$ cat config.mk
export PLATFORM = sky130hd
export DESIGN_NAME = lru_way_age_tracker
export DESIGN_NICKNAME = d
export VERILOG_FILES = /design/src/rtl/lru_way_age_tracker.sv
export SDC_FILE = /design/constraint.sdc
export NUM_CORES = 1
export LEC_CHECK = 0
export ABC_AREA = 1
export CAP_MARGIN = 10
export CORE_MARGIN = 4
export CORE_UTILIZATION = 48
export CTS_BUF_LIST = sky130_fd_sc_hd__clkbuf_4 sky130_fd_sc_hd__clkbuf_8
export DETAILED_ROUTE_END_ITERATION = 12
export PLACE_DENSITY = 0.87
export SETUP_SLACK_MARGIN = 0.05
export SLEW_MARGIN = 5
export SYNTH_ARGS = -nofsm -noshare
export SYNTH_HDL_FRONTEND = slang
export SYNTH_SLANG_ARGS = --single-unit
$ cat constraint.sdc
create_clock -name clk -period 2.3 [get_ports clk]
set_clock_uncertainty 0.15 [all_clocks]
set_input_delay 0.46 -clock clk [delete_from_list [all_inputs] [get_ports clk]]
set_output_delay 0.46 -clock clk [all_outputs]
set_load 0.02 [all_outputs]
$ cat src/rtl/lru_way_age_tracker.sv
// Way-side end of the LRU eviction interface: keeps this way's age, runs its
// INVALID/VALID/EVICTING line-state FSM and latches protocol violations.
module lru_way_age_tracker #(
  parameter int NUM_WAYS  = 512,
  parameter int WAY_INDEX = 0
) (
  input  logic                                clk,
  input  logic                                reset_n,
  input  logic                                accessed,
  input  logic [$clog2(NUM_WAYS)-1:0]         accessedWayAge,
  output logic [$clog2(NUM_WAYS)-1:0]         myAge,
  output logic                                expired,
  input  logic                                fillReq,
  input  logic                                invalidateReq,
  input  logic                                evictGrant,
  input  logic                                evictDone,
  output logic                                wayValid,
  output logic                                evicting,
  output logic                                protocolError
);

  localparam int COUNTER_WIDTH = $clog2(NUM_WAYS);
  localparam logic [COUNTER_WIDTH-1:0] MAX_AGE   = COUNTER_WIDTH'(NUM_WAYS - 1);
  localparam logic [COUNTER_WIDTH-1:0] RESET_AGE = COUNTER_WIDTH'(WAY_INDEX);

  typedef enum logic [1:0] {
    ST_INVALID  = 2'd0,
    ST_VALID    = 2'd1,
    ST_EVICTING = 2'd2
  } state_e;

  logic [COUNTER_WIDTH-1:0] age_q, age_d;
  state_e                   state_q, state_d;
  logic                     err_q, err_d;
  logic                     violation;

  assign expired = (age_q == MAX_AGE);

  // Ageing runs in every FSM state so the set's ages always stay a permutation.
  always_comb begin
    age_d = age_q;
    if (accessed) begin
      age_d = '0;
    end else if (age_q < accessedWayAge) begin
      age_d = age_q + COUNTER_WIDTH'(1);
    end
  end

  always_comb begin
    state_d   = state_q;
    violation = 1'b0;
    if (accessed && (accessedWayAge != age_q)) begin
      violation = 1'b1;
    end
    if (evictDone && (state_q != ST_EVICTING)) begin
      violation = 1'b1;
    end
    case (state_q)
      ST_INVALID: begin
        if (fillReq) begin
          state_d = ST_VALID;
        end
        if (evictGrant) begin
          violation = 1'b1;
        end
      end
      ST_VALID: begin
        if (invalidateReq) begin
          state_d = ST_INVALID;
        end else if (evictGrant) begin
          if (expired) begin
            state_d = ST_EVICTING;
          end else begin
            violation = 1'b1;
          end
        end else if (fillReq) begin
          // Overwriting a live line without evicting it first.
          violation = 1'b1;
        end
      end
      ST_EVICTING: begin
        if (fillReq) begin
          state_d = ST_VALID;
        end else if (evictDone) begin
          state_d = ST_INVALID;
        end
        if (accessed || evictGrant) begin
          violation = 1'b1;
        end
      end
      default: begin
        state_d = ST_INVALID;
      end
    endcase
    err_d = err_q | violation;
  end

  always_ff @(posedge clk) begin
    if (!reset_n) begin
      age_q   <= RESET_AGE;
      state_q <= ST_INVALID;
      err_q   <= 1'b0;
    end else begin
      age_q   <= age_d;
      state_q <= state_d;
      err_q   <= err_d;
    end
  end

  assign myAge         = age_q;
  assign wayValid      = (state_q == ST_VALID);
  assign evicting      = (state_q == ST_EVICTING);
  assign protocolError = err_q;

endmodule

=== After elaboration in Yosys (flattened, before gate mapping) ===
Index checks and enable logic that the tools add are counted.

* Bits in registers: 12
* Word-level logic and storage cells: 38

* $add $sub $neg: 1
* Order comparisons: 1
* Equal/unequal tests: 9
* Muxes and demuxes: 16
* Bitwise logic cells: 2
* Reductions and logical operators: 6

{| class="wikitable"
|+ Operators with widths
! kind !! count
|-
| 2-bit 2-to-1 mux || 6
|-
| 9-bit by 1-bit adder with 9-bit output (second input constant) || 1
|-
| 9-bit == test (second input constant) || 1
|-
| 9-bit less-than comparator || 1
|-
| 3-bit inequality test (second input constant) || 3
|-
| 9-bit inequality test || 1
|-
| 1-bit 2-to-1 mux || 8
|-
| 2-bit one-hot mux with 3 select lines || 1
|-
| 2-bit inequality test (second input constant) || 2
|-
| 4-bit AND reduction || 1
|-
| 1-bit one-hot mux with 3 select lines || 1
|-
| 2-bit by 1-bit == test with 1-bit output (second input constant) || 1
|-
| 2-bit == test (second input constant) || 1
|-
| 1-bit logical AND || 2
|-
| 2-bit zero test || 1
|-
| 2-bit OR reduction || 1
|-
| 1-bit logical OR || 1
|-
| 1-bit inverter || 1
|-
| 1-bit OR || 1
|}

=== Depth between registers and ports, before layout ===
* Depth in word-level cells: 9
* Gate-level depth with buffers: 11
* Gate-level depth less buffers: 11

=== Worst setup path after synthesis ===
OpenSTA, ideal clock, no wires.

* Kind: register to output
* Start point: register age_q[1] (netlist: myAge[1])
* End point: output port expired
* Arrival: 1.432 ns
* Data required time: 1.690 ns
* Slack: 0.258 ns
* Cell stages (with the launch flop): 7
* Path buffers: 0
* Cells stage by stage: dfxtp_1 > ha_1 > nand2_1 > nor2_1 > nand2_1 > nor3_1 > ha_1

* Cells in the longest elaborated chain, start to end: 1

{| class="wikitable"
|+ Ends and longest elaborated chain
! element !! line !! text
|-
| start, declared || 32 || <nowiki>logic [COUNTER_WIDTH-1:0] age_q, age_d;</nowiki>
|-
| start signal, assigned || 104 || <nowiki>age_q <= age_d;</nowiki>
|-
| 9-bit == test || 37 || <nowiki>assign expired = (age_q == MAX_AGE);</nowiki>
|-
| end, declared || 12 || <nowiki>output logic expired,</nowiki>
|}

No other way between the ends.

=== Final worst setup path ===
* Start point: register age_q[0] (netlist: myAge[0])
* End point: output port expired

The elaborated chain is that of the path after synthesis.

==> metrics.csv <==
stage,metric,value,unit
synthesis,synthFlopType,dfxtp_1,
critical_path,reg2reg_from,myAge[0]$_SDFFE_PP0N_,
global_routing,grt_use_met1,21.44,%
placement,portBuffers,28,
job,drv_cap,0,
sta,timing.fmax,0.4495,GHz
routing,vias_per_cell,5.234,
routing,ant_nets,0,
critical_path,crit_fanout,2,
run_status,status,"finished, final reports clean",
placement,dp_hpwl,2177,um
critical_path,path_common_cell,ha_2,
final_layout,diodes,0,
sta,setup_viol,0,
global_routing,grt_max_degree,11,
final_layout,fin_util,78.26,%
power,p_leak,0.6878,nW
synthesis,yosysSeqAreaShare,25.03,%
critical_path,timing.critical_path.arrival,1.61,ns
synthesis,synth-edff-count,0,
critical_path,worstSetupStartpointType,register,
synthesis,synthesis.area,959.7,sq um
sta,fin_crit,2.224,ns
critical_path,reg2regPathDepth,11,
clock_network,clk_latency,0.27,ns
final_layout,final_common_cell,nand2_1,
final_layout,layout-drive-gt1-share,17.10,%
power,power,0.4733,mW
min_path,worstHoldPathType,reg -> reg,
clock_network,path_clk_slew,0.08,ns
global_routing,antenna_found_initial,0,
synthesis,postSynthAreaPerCell,6.398,sq um
clock_network,cts-root-buf,clkbuf_4,
critical_path,critPathCaptureType,output port,
min_path,hold_path_end,myAge[7]$_SDFFE_PP0N_,
final_layout,fin_cells,218,
floorplanning,dieWidth,52.72,um
clock_network,postCtsHoldBufs,0,
placement,gp_congestion,0.9608,
routing,wl_per_cell,12.43,um
min_path,min_from,myAge[7]$_SDFFE_PP0N_,
sta,rsz0062_at_grt,no,
floorplanning,core_area,1802,sq um
global_routing,busiest_layer,met2,
clock_network,cts_made_buffers,3,
routing,totalWireLength,2710,um
routing,drt_pass1_iterations,4,
synthesis,ys_warn_count,0,
floorplanning,num_rows,15,
critical_path,slowest_delay,0.34,ns
power,power.density,335.6,nW/um^2
global_routing,grt_pass1_wl,4319,um
synthesis,yosysTopAreaCell,dfxtp_1,
final_layout,area_delta_synth_final,46.94,%
sta,finalHoldViolCount,0,
final_layout,fillCellCount,138,
routing,via_count,1141,
synthesis,syn_nets,177,
synthesis,synth_seq_cells,12,
floorplanning,start_util,53.26,%
critical_path,cp_data_required_time,1.69,ns
sta,final.setup.tns,0,ns
sta,tightest_slew,0.2209,ns
power,peakVddDrop,0.2619,mV
floorplanning,top_level_ports,29,
clock_network,cts-htree-levels,1,
floorplanning,dieArea,2779,sq um
critical_path,r2r_end,protocolError$_SDFF_PN0_,
global_routing,grt_pass1_vias,1101,
synthesis,synth_cells,150,
critical_path,crit_path_top_delay_cell,dfxtp_2,
floorplanning,die_h,52.72,um
global_routing,track_usage,21.24,%
routing,drt_iter0_markers,54,
clock_network,cts_tree,done,
critical_path,criticalPathCategory,reg -> out,
sta,relSlewSlack,85.16,%
synthesis,async_flop_share,0,%
clock_network,cts_sinks,12,
sta,hold_ws,0.3975,ns
sta,period_share,96.72,%
final_layout,final_nets,221,
synthesis,ys_types,17,
global_routing,gr-usage-met2,40.50,%
global_routing,grt_use_met3,1.425,%
sta,drv_slew,0,
routing,drc,0,
synthesis,yosysTopAreaCellShare,25.03,%
synthesis,synth.top_cells.by_area,"dfxtp_1 (25%), nand2_1 (17%), ha_1 (14%), inv_1 (9.8%), nor2_1 (6.3%)",
final_layout,layout_common_cells,"nand2_1 (42), clkdlybuf4s50_1 (27), inv_1 (25)",
critical_path,crit_chain,ha_2 -> nand2_2 -> nor2_4 -> nand2_1 -> nor3_2 -> ha_2 -> buf_4,
global_routing,grt_overflow,0,
placement,dp.cells,213,
min_path,whs_path_depth,2,
critical_path,reg2reg_slack,0.47,ns
clock_network,clock_path_buffers,2,
## where the power goes
| group | switching [mW] | leakage, nW | internal [mW] |
|---|---|---|---|
| Combinational | 0.0429 | 0.568 | 0.0465 |
| Sequential | 0.00292 | 0.0984 | 0.213 |
| Clock | 0.0720 | 0.0210 | 0.0963 |
## Yosys cell counts, types with 2 or more instances
master   number
nand2_1      43
inv_2         3
nand2_2       2
nand3_4       2
nor2_1       16
nand4_1       4
nor3_1        2
dfxtp_1      12
inv_1        25
a21oi_1      11
nand3_1       9
ha_1         11
o21ai_0       6
## sequential cells by signal, indices dropped and copies added (netlist names)
register / flops
myAge: 9
protocolError: 1
state_q: 2
## per-stage QoR
step	area, sq um	worst slack, ns
6_report	1410	0.07552
5_1_grt	1410	0.04337
4_1_cts	1388	0.08267
3_5_place_dp	1346	-0.1100
3_3_place_gp	1346	0.01114
2_1_floorplan	959.7	0.2582
## how the worst max path moves through the flow
| stage | from | endpoint | slack [ns] |
|---|---|---|---|
| 4_1_cts | myAge[0]$_SDFFE_PP0N_ | expired | 0.08 |
| 6_report | myAge[0]$_SDFFE_PP0N_ | expired | 0.08 |
| 3_3_place_gp | myAge[0]$_SDFFE_PP0N_ | expired | 0.01 |
| 3_5_place_dp | myAge[0]$_SDFFE_PP0N_ | expired | -0.11 |
| 2_1_floorplan | myAge[1]$_SDFFE_PP0N_ | expired | 0.26 |
| 5_1_grt | myAge[0]$_SDFFE_PP0N_ | expired | 0.04 |
## kinds of logic (layout without fill, tap and decap cells)
family | after synthesis | in the layout | synth area share, %
AO/OA/AOI/OAI | 18 | 18 | 10.56
buffers and inverters | 28 | 71 | 10.95
flip-flops | 12 | 12 | 25.03
XOR/XNOR | 1 | 1 | 0.9128
adder cells (fa/ha/maj) | 11 | 11 | 14.34
AND/OR/NAND/NOR | 80 | 80 | 38.20
## routing by layer
layer	share of wire, %	wire, um
met1	40	1073
met3	6.8	183
met5	0	0
met4	2.9	78
met2	51	1375
## final cells by class
type | count | area (sq um) | area share, %
clock buffers | 4 | 36.28 | 2.573
flip-flops and latches | 12 | 242.7 | 17.21
well taps | 25 | 31.28 | 2.218
inverters | 28 | 105.1 | 7.453
repair buffers | 39 | 360.3 | 25.55
multi-input cells | 110 | 634.4 | 44.99
## critical path, delay by kind of cell, from the launching register on
family / cells / cell delay [ns]
adders and majority gates: 2 / 0.42
and+or+nand+nor: 4 / 0.44
DFF: 1 / 0.34
buffers and inverters: 1 / 0.14
## repair_timing
item	CTS	global route
resized for setup	7	6
setup endpoints to repair	1	1
cloned	0	0
setup buffers	0	1
pin swaps	0	1
Note: power is estimated with default switching activity, not from simulation.
